<file path="src/rtl/cam_readout_if.sv">
// Bus between the readout controller, the CAM array and the downstream word sink.
// master = controller side, slave = array/sink side.
interface cam_readout_if #(
    parameter int DATA_WIDTH     = 4,
    parameter int DATA_DEPTH     = 4,
    parameter int ADDR_WIDTH_CAM = 8,
    parameter int OUT_WIDTH      = 4
) ();
    logic [2:0]                input_mode;
    logic [ADDR_WIDTH_CAM-1:0] addr_output_Row;
    logic [ADDR_WIDTH_CAM-1:0] addr_output_Col;
    logic [DATA_WIDTH-1:0]     Q_out_row;
    logic [DATA_DEPTH-1:0]     Q_out_col;
    logic [OUT_WIDTH-1:0]      data_out;
    logic                      data_valid;
    logic                      data_ready;
    logic                      data_last;

    modport master (
        output input_mode, addr_output_Row, addr_output_Col,
        output data_out, data_valid, data_last,
        input  Q_out_row, Q_out_col, data_ready
    );

    modport slave (
        input  input_mode, addr_output_Row, addr_output_Col,
        input  data_out, data_valid, data_last,
        output Q_out_row, Q_out_col, data_ready
    );
endinterface

</file>
<file path="src/rtl/cam_readout.sv">
// CAM readout sequencer: scans every row or every column of the array, waits out the
// two-clock read latency and streams each captured word downstream with valid/ready.
module cam_readout #(
    parameter int         DATA_WIDTH     = 4,
    parameter int         DATA_DEPTH     = 4,
    parameter int         ADDR_WIDTH_CAM = 8,
    parameter int         OUT_WIDTH      = 4,
    parameter logic [2:0] RowxRow        = 3'd1,
    parameter logic [2:0] ColxCol        = 3'd2
) (
    input  logic              clk,
    input  logic              rst,
    input  logic              start,
    input  logic              col_sel,
    input  logic              abort,
    output logic              busy,
    output logic              done,
    cam_readout_if.master     bus
);
    typedef enum logic [2:0] {
        IDLE    = 3'd0,
        ISSUE   = 3'd1,
        WAIT    = 3'd2,
        CAPTURE = 3'd3,
        SEND    = 3'd4,
        FIN     = 3'd5
    } state_t;

    localparam logic [ADDR_WIDTH_CAM-1:0] ROW_PARK = ADDR_WIDTH_CAM'(DATA_DEPTH + 3);
    localparam logic [ADDR_WIDTH_CAM-1:0] COL_PARK = ADDR_WIDTH_CAM'(DATA_WIDTH + 3);
    localparam logic [ADDR_WIDTH_CAM-1:0] ROW_LAST = ADDR_WIDTH_CAM'(DATA_DEPTH - 1);
    localparam logic [ADDR_WIDTH_CAM-1:0] COL_LAST = ADDR_WIDTH_CAM'(DATA_WIDTH - 1);

    state_t                    state_reg, state_next;
    logic [ADDR_WIDTH_CAM-1:0] idx_reg, idx_next;
    logic                      col_reg, col_next;
    logic [OUT_WIDTH-1:0]      data_out_reg, data_out_next;
    logic [2:0]                mode_reg, mode_next;
    logic [ADDR_WIDTH_CAM-1:0] addr_row_reg, addr_row_next;
    logic [ADDR_WIDTH_CAM-1:0] addr_col_reg, addr_col_next;
    logic                      valid_reg, valid_next;
    logic                      last_reg, last_next;
    logic                      busy_reg, busy_next;
    logic                      done_reg, done_next;

    logic [OUT_WIDTH-1:0]      row_word;
    logic [OUT_WIDTH-1:0]      col_word;
    logic [ADDR_WIDTH_CAM-1:0] last_idx;
    logic [ADDR_WIDTH_CAM-1:0] last_idx_next;
    logic                      scanning_next;

    // Zero-extend both array readout buses to the output word width.
    genvar gi;
    generate
        for (gi = 0; gi < OUT_WIDTH; gi = gi + 1) begin : g_ext
            if (gi < DATA_WIDTH) begin : g_row_bit
                assign row_word[gi] = bus.Q_out_row[gi];
            end else begin : g_row_pad
                assign row_word[gi] = 1'b0;
            end
            if (gi < DATA_DEPTH) begin : g_col_bit
                assign col_word[gi] = bus.Q_out_col[gi];
            end else begin : g_col_pad
                assign col_word[gi] = 1'b0;
            end
        end
    endgenerate

    assign last_idx = col_reg ? COL_LAST : ROW_LAST;

    always_comb begin
        state_next    = state_reg;
        idx_next      = idx_reg;
        col_next      = col_reg;
        data_out_next = data_out_reg;

        // Abort wins over everything else, including a SEND handshake in the same cycle.
        if (abort && (state_reg != IDLE)) begin
            state_next = IDLE;
        end else begin
            case (state_reg)
                IDLE: begin
                    if (start) begin
                        col_next   = col_sel;
                        idx_next   = '0;
                        state_next = ISSUE;
                    end
                end
                ISSUE:   state_next = WAIT;
                WAIT:    state_next = CAPTURE;
                CAPTURE: begin
                    data_out_next = col_reg ? col_word : row_word;
                    state_next    = SEND;
                end
                SEND: begin
                    if (bus.data_ready) begin
                        if (idx_reg != last_idx) begin
                            idx_next   = idx_reg + ADDR_WIDTH_CAM'(1);
                            state_next = ISSUE;
                        end else begin
                            state_next = FIN;
                        end
                    end
                end
                FIN:     state_next = IDLE;
                default: state_next = IDLE;
            endcase
        end

        // Outputs are derived from the next state so that they leave the flops aligned
        // with the state they describe.
        scanning_next = (state_next == ISSUE) || (state_next == WAIT) ||
                        (state_next == CAPTURE) || (state_next == SEND);
        last_idx_next = col_next ? COL_LAST : ROW_LAST;
        mode_next     = scanning_next ? (col_next ? ColxCol : RowxRow) : 3'd0;
        addr_row_next = (scanning_next && !col_next) ? idx_next : ROW_PARK;
        addr_col_next = (scanning_next && col_next) ? idx_next : COL_PARK;
        valid_next    = (state_next == SEND);
        last_next     = (state_next == SEND) && (idx_next == last_idx_next);
        busy_next     = (state_next != IDLE);
        done_next     = (state_next == FIN);
    end

    always_ff @(posedge clk) begin
        if (rst) begin
            state_reg    <= IDLE;
            idx_reg      <= '0;
            col_reg      <= 1'b0;
            data_out_reg <= '0;
            mode_reg     <= 3'd0;
            addr_row_reg <= ROW_PARK;
            addr_col_reg <= COL_PARK;
            valid_reg    <= 1'b0;
            last_reg     <= 1'b0;
            busy_reg     <= 1'b0;
            done_reg     <= 1'b0;
        end else begin
            state_reg    <= state_next;
            idx_reg      <= idx_next;
            col_reg      <= col_next;
            data_out_reg <= data_out_next;
            mode_reg     <= mode_next;
            addr_row_reg <= addr_row_next;
            addr_col_reg <= addr_col_next;
            valid_reg    <= valid_next;
            last_reg     <= last_next;
            busy_reg     <= busy_next;
            done_reg     <= done_next;
        end
    end

    assign bus.input_mode      = mode_reg;
    assign bus.addr_output_Row = addr_row_reg;
    assign bus.addr_output_Col = addr_col_reg;
    assign bus.data_out        = data_out_reg;
    assign bus.data_valid      = valid_reg;
    assign bus.data_last       = last_reg;
    assign busy                = busy_reg;
    assign done                = done_reg;
endmodule

</file>
<file path="src/flat_wrapper.sv">
// flat-port wrapper written by rule: the top's interface ports become plain ports
module cam_readout_flat 
#(
    parameter int         DATA_WIDTH     = 4,
    parameter int         DATA_DEPTH     = 4,
    parameter int         ADDR_WIDTH_CAM = 8,
    parameter int         OUT_WIDTH      = 4,
    parameter logic [2:0] RowxRow        = 3'd1,
    parameter logic [2:0] ColxCol        = 3'd2
)
  (clk, rst, start, col_sel, abort, busy, done, bus_input_mode, bus_addr_output_Row, bus_addr_output_Col, bus_data_out, bus_data_valid, bus_data_last, bus_Q_out_row, bus_Q_out_col, bus_data_ready);
  cam_readout_if #(.DATA_WIDTH(DATA_WIDTH), .DATA_DEPTH(DATA_DEPTH), .ADDR_WIDTH_CAM(ADDR_WIDTH_CAM), .OUT_WIDTH(OUT_WIDTH)) bus_i ();
  input  logic clk;
  input  logic rst;
  input  logic start;
  input  logic col_sel;
  input  logic abort;
  output logic busy;
  output logic done;
  output wire logic [$bits(bus_i.input_mode)-1:0] bus_input_mode;
  output wire logic [$bits(bus_i.addr_output_Row)-1:0] bus_addr_output_Row;
  output wire logic [$bits(bus_i.addr_output_Col)-1:0] bus_addr_output_Col;
  output wire logic [$bits(bus_i.data_out)-1:0] bus_data_out;
  output wire logic [$bits(bus_i.data_valid)-1:0] bus_data_valid;
  output wire logic [$bits(bus_i.data_last)-1:0] bus_data_last;
  input wire logic [$bits(bus_i.Q_out_row)-1:0] bus_Q_out_row;
  input wire logic [$bits(bus_i.Q_out_col)-1:0] bus_Q_out_col;
  input wire logic [$bits(bus_i.data_ready)-1:0] bus_data_ready;
  assign bus_input_mode = bus_i.input_mode;
  assign bus_addr_output_Row = bus_i.addr_output_Row;
  assign bus_addr_output_Col = bus_i.addr_output_Col;
  assign bus_data_out = bus_i.data_out;
  assign bus_data_valid = bus_i.data_valid;
  assign bus_data_last = bus_i.data_last;
  assign bus_i.Q_out_row = bus_Q_out_row;
  assign bus_i.Q_out_col = bus_Q_out_col;
  assign bus_i.data_ready = bus_data_ready;
  cam_readout #(.DATA_WIDTH(DATA_WIDTH), .DATA_DEPTH(DATA_DEPTH), .ADDR_WIDTH_CAM(ADDR_WIDTH_CAM), .OUT_WIDTH(OUT_WIDTH), .RowxRow(RowxRow), .ColxCol(ColxCol)) u_core (.clk(clk), .rst(rst), .start(start), .col_sel(col_sel), .abort(abort), .busy(busy), .done(done), .bus(bus_i));
endmodule
</file>
<file path="config.mk">
export PLATFORM = sky130hd
export DESIGN_NAME = cam_readout_flat
export DESIGN_NICKNAME = d
export VERILOG_FILES = /design/src/rtl/cam_readout_if.sv /design/src/rtl/cam_readout.sv /design/src/flat_wrapper.sv
export SDC_FILE = /design/constraint.sdc
export NUM_CORES = 1
export LEC_CHECK = 0
export ABC_AREA = 1
export CORE_MARGIN = 8
export CORE_UTILIZATION = 40
export DETAILED_ROUTE_END_ITERATION = 8
export GPL_TIMING_DRIVEN = 0
export PLACE_DENSITY_LB_ADDON = 0.12
export SLEW_MARGIN = 20
export SYNTH_ARGS = -nofsm -noshare
export SYNTH_HDL_FRONTEND = slang
export SYNTH_SLANG_ARGS = --single-unit
</file>
<file path="constraint.sdc">
create_clock -name clk -period 1.5 [get_ports clk]
set_clock_uncertainty 0.1 [all_clocks]
set_input_delay 0.225 -clock clk [delete_from_list [all_inputs] [get_ports clk]]
set_output_delay 0.225 -clock clk [all_outputs]
set_load 0.1 [all_outputs]
</file>
Word level (Yosys, flattened, before mapping)
Index checks and enable logic that the tools add are counted.
Storage, ports and cells
  bits in registers: 39
  input port bits: 14
  output and inout port bits: 27
Operators by class
  equal/unequal tests: 11
  bitwise gates (word level): 4
  muxes and demuxes: 15
  add/sub/neg operators: 1
  reductions and logical operators: 15
Operator list (number)
  $mux 8: 4
  $pmux 8 s2: 1
  $pmux 3 s5: 1
  $eq 3x2->1 const B: 4
  $mux 3: 4
  $eq 3x3->1 const B: 3
  $add 8x1->8 const B: 1
  $eq 8x2->1 const B: 1
  $ne 8x2->1 const B: 1
  $eq 3x1->1 const B: 2
  $reduce_bool 3->1: 2
  $reduce_or 2->1: 3
  $logic_and 1x1->1: 4
  $mux 4: 1
  $not 1->1: 4
  $logic_not 3->1: 1
  $logic_or 1x1->1: 3
  $mux 1: 3
  $mux 2: 1
  $reduce_and 2->1: 1
  $logic_not 1->1: 1

Logic depth before layout (Yosys ltp)
  depth in word-level cells: 12
  mapped depth: 14

Worst setup path before layout
OpenSTA, ideal clock, no wires.
  path kind: reg-to-reg
  start: register u_core.idx_reg[0]
  end: register u_core.addr_row_reg[2] (netlist: u_core.bus.addr_output_Row[2])
  path buffers: 0
  arrival time: 1.460 ns
  clock period less this slack: 1.678 ns
  setup slack: -0.178 ns
  data required time: 1.282 ns
  stages on the path, launching flop included: 13
  library setup time: 0.118 ns
  path through: dfxtp_1 -> ha_1 -> nand2_1 -> nor2_1 -> nand2_1 -> nand2_1 -> nand2_2 -> o21bai_2 -> nand2_2 -> nand2_4 -> nand3_2 -> inv_2 -> nand2_1
Between the ends
  word-level cells in the longest chain between the ends: 12
RTL lines
  from (decl): line cam_readout.sv:35  | logic [ADDR_WIDTH_CAM-1:0] idx_reg, idx_next;
  from (signal assigned): line cam_readout.sv:139  | idx_reg <= idx_next;
  $ne 8x2->1: line cam_readout.sv:97  | if (idx_reg != last_idx) begin
  $mux 3: line cam_readout.sv:97
  $mux 3: line cam_readout.sv:96  | if (bus.data_ready) begin
  $pmux 3 s5: line cam_readout.sv:81  | case (state_reg)
  $mux 3: line cam_readout.sv:78  | if (abort && (state_reg != IDLE)) begin
  $eq 3x1->1 / $eq 3x2->1 (equally long branches): line cam_readout.sv:112  | scanning_next = (state_next == ISSUE) || (state_next == WAIT) ||
  $logic_or 1x1->1 (2 in series): line cam_readout.sv:112
  $logic_or 1x1->1: line cam_readout.sv:113  | (state_next == CAPTURE) || (state_next == SEND);
  $logic_and 1x1->1: line cam_readout.sv:116  | addr_row_next = (scanning_next && !col_next) ? idx_next : ROW_PARK;
  $not 1->1 (no line)
  $reduce_or 2->1 (no line)
  to (signal assigned): line cam_readout.sv:143  | addr_row_reg <= addr_row_next;
  to (decl): line cam_readout.sv:39  | logic [ADDR_WIDTH_CAM-1:0] addr_row_reg, addr_row_next;
Parallel ways exist; a longest one is shown, timed or not.
A chain may end at the register's enable or synchronous reset.

Worst setup path in the final report
  start: register u_core.idx_reg[1]
  end: register u_core.addr_col_reg[5] (netlist: u_core.bus.addr_output_Col[5])
Between the ends
  word-level cells in the longest chain between the ends: 12
RTL lines
  $ne 8x2->1: line cam_readout.sv:97
  $mux 3: line cam_readout.sv:97
  $mux 3: line cam_readout.sv:96
  $pmux 3 s5: line cam_readout.sv:81
  $mux 3: line cam_readout.sv:78
  $eq 3x1->1 / $eq 3x2->1 (equally long branches): line cam_readout.sv:112
  $logic_or 1x1->1 (2 in series): line cam_readout.sv:112
  $logic_or 1x1->1: line cam_readout.sv:113
  $logic_and 1x1->1: line cam_readout.sv:117  | addr_col_next = (scanning_next && col_next) ? idx_next : COL_PARK;
  $not 1->1 (no line)
  $reduce_or 2->1 (no line)
  to (signal assigned): line cam_readout.sv:144  | addr_col_reg <= addr_col_next;
  to (decl): line cam_readout.sv:40  | logic [ADDR_WIDTH_CAM-1:0] addr_col_reg, addr_col_next;
Parallel ways exist; a longest one is shown, timed or not.

==> results list <==
- The flow ran to the end, but the final reports show violations.
* Violated checks: setup timing
- The layout has 347 filler cells.
- First-pass DRT Iterations: 4
* Register bit count reported by yosys: 38
- Across all setup checks in the final design, the least slack found is -0.309 ns.
- The signal on the critical path passes through ha_4 -> nand2_4 -> nor2_4 -> nand2_2 -> nand2_2 -> nand2_4 -> o21bai_4 -> nand2_4 -> nand2_4 -> nand2_4 -> nor2_8 -> clkinv_4 -> nor2_2.
* Residual antenna-violating net count after detailed routing: 0
- After detailed routing, the number of vias per cell comes to 4.59.
- Post-Synthesis Cells: 222
* DRC violation count after routing: 0
- Full die area: 6540 um2
- Clock-pin slew was measured on the worst setup and hold paths at 0.07 ns.
- In this run the tool buffered the top-level ports with 39 buffer cells.
* Synth area leader: sky130_fd_sc_hd__dfxtp_1
- Setup repair after global routing missed its margin: true
* Via count of the first global-routing pass: 1542
- Starting DRC count in detailed routing: 36
- At the later pin of the worst-skew pair, clock insertion delay measures 0.29 ns.
* Required time of the critical path: 1.64 ns
- Across the run, the number of max-cap violations was 0.
* Initial standard-cell utilization of the core: 0.418
- The total count of hold-check failures in the final report was 0.
- By instance count, the cell type seen most on the critical path is sky130_fd_sc_hd__nand2_4.
* Clock period minus final worst setup slack: 1.81 ns
- The routed layout has 1565 vias.
- For the pin with the worst max-slew slack, the measured transition is 0.562 ns.
* H-Tree Depth: 2
- After synthesis, the netlist uses 33 different library cells.
* Peak Freq: 553 MHz
- In the final layout, the share of cells above drive strength 1 is 0.481.
- Detail Placement HPWL: 3060 um
* Hold crit path type: input pin to register
- Dividing the detail-routed wire length by the instance count gives 13.1 um.
* Routed wl met2: 2180 um
- Hold Worst Slack: 0.397 ns
- Compared with the post-synthesis result, the final layout area differs by 53.6%.
* Library cell contributing the largest single delay on the critical path: sky130_fd_sc_hd__dfxtp_4
* Kind of launch point of the worst setup path: register
- The analysis attributes to cell leakage a power of 1.20 nW.
- Of the available clock period, the critical path in the final layout requires 1.21.
* Clock tree sinks: 38
- The total area inside the core boundary comes to 4030 um2.
- Of all nets on the critical path, the largest fanout is 5.
* Routed length on met3: 298 um
* Max incr delay on CP: 0.37 ns
- Detailed-routing wirelength on met1: 1920 um
- Reg area: 782 um2
- Yosys printed 0 warnings.
- Data arrives at the worst endpoint at 1.94 ns.
- During I/O placement, the number of pins put on the boundary was 41.
- Buffer cell driving the clock tree root: sky130_fd_sc_hd__clkbuf_8
- Uppermost routed layer: met4
- Power spread over the standard cell area amounts to 873 nW/um2.
* Startpoint of the worst register-to-register path: u_core.idx_reg[1]
- Layout Cell Area excl Fill: 2590 um2
- Setup violations remaining at the end of the flow were counted as 27.
- Maximum buffer depth of the clock tree: 2
* Chip height: 80.9 um
- TritonCTS created 5 clock buffers.
* Global routing usage summed across all routing layers: 0.138
- Hold-fix buffers at CTS: 0
- By area the synthesized netlist is led by sky130_fd_sc_hd__dfxtp_1 45%, sky130_fd_sc_hd__nand2_1 15%, sky130_fd_sc_hd__nor2_1 6.0%.
* Critical path endpoint category: register
- The initial antenna violation count is 0.
* Area share of the largest cell type after synthesis: 0.452
- Max_slew headroom: 0.625
- Routability-driven placement finished with a final weighted congestion of 0.763.
- Entering global routing, the biggest net connects 13 pins.
* Row cnt: 23
- Max-slew violations: 0
- Total Nets Final: 305
* Worst Setup SP: u_core.idx_reg[1]
* Diode count: 0
* Register-to-register setup slack: -0.31 ns
- By startpoint and endpoint, the worst setup path is classified as register to register.
- The placed instances occupy a cell area of 2170 um2.
* Wire length of the first global-routing pass: 7090 um
- Critical path endpoint: u_core.bus.addr_output_Col[5]
- Syn_nets: 237
* Logic depth of the worst register-to-register path: 13
- Peak VDD IR: 816 uV
* Multi-input logic area: 1030 um2
- Mapped Area: 1680 um2
- In this run the mean area of a mapped cell was 7.59 um2.
* Endpoint of the worst register-to-register path: u_core.bus.addr_output_Col[5]
- Sequential element share of the synthesized area: 0.452
- Final Routed Wirelength: 4480 um
- CTS tree: yes
- Gr ovfl total: 0
- Horizontal die dimension: 80.9 um
## cell type report
cell class / count / area share
Buffer: 2 / 0.00435
Clock inverter: 2 / 0.00484
Timing Repair Buffer: 61 / 0.191
Inverter: 27 / 0.0440
Tap cell: 50 / 0.0242
Sequential cell: 38 / 0.302
Multi-Input combinational cell: 155 / 0.397
Clock buffer: 6 / 0.0319
## metrics by stage
stage | setup slack [ns] | util | power (mW) | setup TNS, ns | std cells
finish | -0.309 | 0.642 | 2.26 | -5.60 | 341
global route | -0.418 | 0.642 | 2.36 | -8.30 | 341
CTS | -0.254 | 0.607 | 2.24 | -4.08 | 330
detailed placement | -0.712 | 0.539 | 1.50 | -24.02 | 311
global placement | -0.699 | 0.539 | 1.50 | -23.55 | 311
floorplan | -0.168 | - | 1.38 | -1.99 | 222
## power by group
part | total, mW | switching (mW) | leakage (nW) | internal [mW]
Clock | 0.724 | 0.355 | 0.0472 | 0.369
Combinational | 0.482 | 0.346 | 0.840 | 0.136
Sequential | 1.05 | 0.0187 | 0.314 | 1.03
Total | 2.26 | 0.720 | 1.20 | 1.54
## Yosys cell counts
cell type	instances
sky130_fd_sc_hd__nand2_1	66
sky130_fd_sc_hd__dfxtp_1	38
sky130_fd_sc_hd__nor2_1	27
sky130_fd_sc_hd__inv_1	19
sky130_fd_sc_hd__nand3_1	9
sky130_fd_sc_hd__nand2_2	8
sky130_fd_sc_hd__inv_2	6
sky130_fd_sc_hd__nor2_2	6
sky130_fd_sc_hd__o21ai_0	6
sky130_fd_sc_hd__a31oi_1	4
sky130_fd_sc_hd__nand2_4	4
sky130_fd_sc_hd__a21boi_2	3
sky130_fd_sc_hd__a21oi_1	2
sky130_fd_sc_hd__inv_4	2
sky130_fd_sc_hd__nor2_4	2
sky130_fd_sc_hd__o22ai_1	2
sky130_fd_sc_hd__xor2_1	2
sky130_fd_sc_hd__a21boi_1	1
sky130_fd_sc_hd__and3_1	1
sky130_fd_sc_hd__buf_4	1
sky130_fd_sc_hd__clkbuf_1	1
sky130_fd_sc_hd__conb_1	1
sky130_fd_sc_hd__ha_1	1
sky130_fd_sc_hd__nand3_2	1
sky130_fd_sc_hd__nand3b_1	1
sky130_fd_sc_hd__nand4_1	1
sky130_fd_sc_hd__nor2_8	1
sky130_fd_sc_hd__nor3_1	1
sky130_fd_sc_hd__nor3_4	1
sky130_fd_sc_hd__o21ai_1	1
sky130_fd_sc_hd__o21ai_2	1
sky130_fd_sc_hd__o21bai_1	1
sky130_fd_sc_hd__o21bai_2	1
## repair_timing
action / in CTS / in global routing
cloned: 0 / 0
buffers inserted: 11 / 12
gates resized for setup: 126 / 77
pin swaps: 16 / 27
endpoints found under the hold margin: 0 / 0
endpoints found under the setup margin: 56 / 54
## critical path: cells and delay by family (launching register included)
kind                     cells  cell delay (ns)
AND/OR/NAND/NOR             10             0.85
flip-flops                   1             0.37
AO/OA/AOI/OAI                1             0.18
adder cells (fa/ha/maj)      1             0.15
buffers and inverters        1             0.10
## cell usage in the layout, fill, tap and decap left out, types with 9 or more instances in the layout
| cell type | instances |
|---|---|
| sky130_fd_sc_hd__inv_2 | 9 |
| sky130_fd_sc_hd__dfxtp_1 | 29 |
| sky130_fd_sc_hd__buf_4 | 13 |
| sky130_fd_sc_hd__buf_2 | 19 |
| sky130_fd_sc_hd__nand2_2 | 20 |
| sky130_fd_sc_hd__nor2_2 | 9 |
| sky130_fd_sc_hd__nor2_1 | 19 |
| sky130_fd_sc_hd__nand2_1 | 49 |
| sky130_fd_sc_hd__buf_6 | 10 |
| sky130_fd_sc_hd__clkdlybuf4s50_1 | 11 |
| sky130_fd_sc_hd__inv_1 | 14 |
## logic make-up after synthesis
logic type	count (synthesis)	synth area share
DFF	38	0.452
and+or+nand+nor	129	0.369
buffers and inverters	29	0.0698
AOI/OAI and AO/OA	22	0.0899
xor gates and xnor gates	2	0.0104
adders and majority gates	1	0.00743
other	1	0.00223
## routing by layer
layer  track usage  vias up
met1         0.158      715
met5             0        -
li1              -      818
met3        0.0673        6
met2         0.213       26
met4        0.0589        0
## how the worst min path moves through the flow
stage / startpoint / end / slack, ns / cells after the start
finish: bus_Q_out_row[2] / u_core.bus.data_out[2] / 0.40 / 3
global route: bus_Q_out_col[2] / u_core.bus.data_out[2] / 0.41 / 3
CTS: bus_Q_out_row[2] / u_core.bus.data_out[2] / 0.39 / 3
detailed placement: u_core.col_reg / u_core.bus.data_out[1] / 0.43 / 2
global placement: u_core.col_reg / u_core.bus.data_out[1] / 0.43 / 2
floorplan: rst / u_core.state_reg[0] / 0.20 / 1
(Power assumes the default switching activity.)
==> patch 1, RTL diff (same settings) <==
Encoding of `state_t`: now Gray code (3 bits for 6 states).
--- a/src/rtl/cam_readout.sv
+++ b/src/rtl/cam_readout.sv
@@ -18,12 +18,12 @@
     cam_readout_if.master     bus
 );
     typedef enum logic [2:0] {
-        IDLE    = 3'd0,
-        ISSUE   = 3'd1,
-        WAIT    = 3'd2,
-        CAPTURE = 3'd3,
-        SEND    = 3'd4,
-        FIN     = 3'd5
+        IDLE    = 3'b000,
+        ISSUE   = 3'b001,
+        WAIT    = 3'b011,
+        CAPTURE = 3'b010,
+        SEND    = 3'b110,
+        FIN     = 3'b111
     } state_t;
 
     localparam logic [ADDR_WIDTH_CAM-1:0] ROW_PARK = ADDR_WIDTH_CAM'(DATA_DEPTH + 3);
Function: same outputs for any inputs over 10 cycles, from zero or initial values and one cycle with rst high; not proved beyond that.
==> patch 1 against the unedited design <==
The run still ends with setup timing left. Design area decreased by 2.9%. Wire length decreased by 8.8%. Hold slack got worse by 0.12 ns. Sequential cell count unchanged. Worst setup slack gained 0.14 ns. Area after synthesis did not move. Critical endpoint is now u_core.bus.data_last.
Power is not compared: it rests on default switching activity, and its combinational part moved more than twofold at a synthesized area within 25%.
==> patch 1: results (changes against the unedited design) <==
| Metric | Value |
|---|---|
| Status | complete, but fails checks |
| Failing checks | setup timing |
| XOR/XNOR Fraction of Synth Area | 1.560% (+0.52 points) |
| Hold depth | 4 (+1) |
| Fin Hold WS | 0.2757 ns (-0.1209 ns) |
| Synth Area in Compound Gates | 5.498% (-3.5 points) |
| Met3 wire len | 305 um (+2.3%) |
| R2r endpoint | u_core.bus.data_last |
| Crit-path max FO | 3 (-2) |
| Final WS setup | -0.1660 ns (+0.1431 ns) |
| Setup Viol. Count Final | 21 (-22%) |
| Yosys cell types | 28 (-15%) |
| Cell count after synthesis | 230 (+3.6%) |
| Non-filler instance count after layout | 342 (+0.29%) |
| Tot GR Track Use | 13.22% (-0.54 points) |
| Syn_nets | 245 (+3.4%) |
| Placer Congestion | 0.7896 (+3.5%) |
| Post-CTS setup buffers | 13 (+2) |
| Number of global-route vias before repair | 1,530 (-0.78%) |
| First-pass GRT wire length | 6810 um (-4.0%) |
| Hold endpoint | u_core.state_reg[2] |
| Met2 Usage GRT | 21.25% (-0.080 points) |
| Met1 usage | 15.28% (-0.51 points) |
| Synth cell count leaders | nand2_1 (70), dfxtp_1 (38), inv_1 (28), nor2_1 (28) |
| Cts repair resizes | 115 (-8.7%) |
| Drt initial violations | 60 (+67%) |
| Via count | 1,557 (-0.51%) |
| Top cells by area, synth | dfxtp_1 (45%), nand2_1 (16%), inv_1 (6.2%) |
| Pre-CTS WS | -0.6341 ns (+0.07801 ns) |
| Post-DP HPWL | 2976 um (-2.9%) |
| Setup TNS | -1.648 ns (+3.955 ns) |
| Max_slew headroom | 63.15% (+0.64 points) |
-- patch 1: layout make-up --
class	instances	area, um2
repair buffers	54	498.0
clock buffers	6	82.58
multi-input cells	156	932.1
flip-flops and latches	38	783.3
clock inverters	2	12.51
fillers	385	1515
plain buffers	2	11.26
well taps	50	62.56
inverters	34	131.4
-- patch 1: worst max path at each step --
stage,end,slack [ns],cells past startpoint
3_5_place_dp,u_core.bus.data_last,-0.63,11
6_report,u_core.bus.data_last,-0.17,11
5_1_grt,u_core.bus.data_last,-0.27,11
3_3_place_gp,u_core.bus.data_last,-0.61,11
4_1_cts,u_core.bus.addr_output_Col[5],-0.11,12
2_1_floorplan,u_core.bus.addr_output_Col[7],-0.02,12
-- patch 1: worst max-delay path, stage by stage, from the launching register on --
cell and delay (ns):
dfxtp_4 0.38, ha_4 0.17, nand2_4 0.06, buf_4 0.14
xor2_1 0.13, nand3_1 0.09, nand2_1 0.06, a21oi_2 0.16
nand2_1 0.06, nor2_1 0.08, nand2_1 0.07, nor2_1 0.10
==> patch 2, RTL diff (same settings) <==
Made on the original files. `ADDR_WIDTH_CAM` is set to 8 in 3 places; all go to 7.
--- a/src/rtl/cam_readout_if.sv
+++ b/src/rtl/cam_readout_if.sv
@@ -3,7 +3,7 @@
 interface cam_readout_if #(
     parameter int DATA_WIDTH     = 4,
     parameter int DATA_DEPTH     = 4,
-    parameter int ADDR_WIDTH_CAM = 8,
+    parameter int ADDR_WIDTH_CAM = 7,
     parameter int OUT_WIDTH      = 4
 ) ();
     logic [2:0]                input_mode;
--- a/src/rtl/cam_readout.sv
+++ b/src/rtl/cam_readout.sv
@@ -3,7 +3,7 @@
 module cam_readout #(
     parameter int         DATA_WIDTH     = 4,
     parameter int         DATA_DEPTH     = 4,
-    parameter int         ADDR_WIDTH_CAM = 8,
+    parameter int         ADDR_WIDTH_CAM = 7,
     parameter int         OUT_WIDTH      = 4,
     parameter logic [2:0] RowxRow        = 3'd1,
     parameter logic [2:0] ColxCol        = 3'd2
--- a/src/flat_wrapper.sv
+++ b/src/flat_wrapper.sv
@@ -3,7 +3,7 @@
 #(
     parameter int         DATA_WIDTH     = 4,
     parameter int         DATA_DEPTH     = 4,
-    parameter int         ADDR_WIDTH_CAM = 8,
+    parameter int         ADDR_WIDTH_CAM = 7,
     parameter int         OUT_WIDTH      = 4,
     parameter logic [2:0] RowxRow        = 3'd1,
     parameter logic [2:0] ColxCol        = 3'd2
Interface: changed (resized bus_addr_output_Col and bus_addr_output_Row); port bits go from 41 to 39. The function was not compared with the original's and may differ.
==> patch 2 against the unedited design <==
The flow still finishes with violations (setup timing). Design area decreased by 10%. Critical path type unchanged. Highest routed layer unchanged. Sequential share of layout area grew 0.52 points. Core utilization shrank 0.96 points. Power increased by 3.8%. Count of clock-buffer cells in the layout unchanged. Sequential cell count shrank 3. Largest power group is now the clock network. Area after synthesis decreased by 10%. Wire length fell by 9.9%. Worst setup slack improved by 0.16 ns. Combinational power down 17%. Critical path depth is 3 lower.
==> patch 2: results (changes against the unedited design) <==
| Metric | Value |
|---|---|
| Status | complete, but fails checks |
| Failing checks | setup timing |
| P_sw | 0.0006198 W (-14%) |
| Via count | 1,467 (-6.3%) |
| Comb power frac | 17.1% (-4.2 points) |
| Clock Power Share | 41.7% (+9.7 points) |
| Largest net degree at the start of global routing | 12 (-1) |
| Static leakage | 1.059 nW (-12%) |
| Pre-CTS WS | -0.5424 ns (+0.1697 ns) |
| Final #Nets | 286 (-6.2%) |
| Placer Congestion | 0.7528 (-1.3%) |
| Syn_nets | 227 (-4.2%) |
| Met3 usage | 5.415% (-1.3 points) |
| VDD IR-drop max | 699.3 uV (-14%) |
| Layout fillers | 333 (-4.0%) |
| Met1 usage | 13.98% (-1.8 points) |
| Final WS setup | -0.1539 ns (+0.1552 ns) |
| Drt initial violations | 60 (+67%) |
| Via/cell ratio | 4.584 (-0.11%) |
| Post-Place Cells | 297 (-4.5%) |
| Setup TNS | -2.047 ns (+3.556 ns) |
| Top cells by area, synth | dfxtp_1 (46%), nand2_1 (16%), nor2_1 (7.7%) |
| Setup Viol. Count Final | 22 (-19%) |
| Sequential cell area fraction in the yosys report | 46.28% (+1.1 points) |
| Yosys cell types | 23 (-30%) |
-- patch 2: changes by cell type after synthesis, sizes merged, moves of 2 or more --
cell | before | now
nor2 | 36 | 32
nand2 | 78 | 72
nand3 | 10 | 13
a21oi | 2 | 0
xor2 | 2 | 0
a21boi | 4 | 1
o22ai | 2 | 0
inv | 27 | 33
o21ai | 8 | 12
dfxtp | 38 | 35
-- patch 2: path summary, 6_finish.rpt --
check | start | end | slack [ns] | depth (start not counted)
max | u_core.state_reg[0] | u_core.bus.addr_output_Row[1] | -0.15 | 10
min | bus_Q_out_col[2] | u_core.bus.data_out[2] | 0.41 | 3
max reg2reg | u_core.state_reg[0] | u_core.bus.addr_output_Row[1] | -0.15 | 10
min reg2reg | u_core.col_reg | u_core.bus.data_out[3] | 0.44 | 2
-- patch 2: repair_timing --
item	in CTS	in global routing
hold endpoints to repair	0	0
pin swaps	14	18
resized for setup	90	69
setup buffers	10	5
setup endpoints to repair	45	48
gates cloned	0	0
-- patch 2: cell type report --
cell class              instances  area, um2  share of cell area (%)
plain buffers                   2      11.26                  0.4862
clock buffers                   6      72.57                   3.133
flip-flops and latches         35      711.9                   30.74
repair buffers                 52      437.9                   18.91
inverters                      33      131.4                   5.673
well taps                      48      60.06                   2.593
multi-input cells             142      830.8                   35.87
clock inverters                 2      60.06                   2.593
-- patch 2: cell families (layout without fill, tap and decap cells) --
| logic type | Yosys count | after routing | share of synthesized area [%] |
|---|---|---|---|
| other | 1 | 1 | 0.2477 |
| flip-flops | 35 | 35 | 46.28 |
| AO/OA/AOI/OAI | 18 | 18 | 8.347 |
| adder cells (fa/ha/maj) | 1 | 1 | 0.8263 |
| buffers and inverters | 35 | 95 | 8.926 |
| AND/OR/NAND/NOR | 122 | 122 | 35.37 |
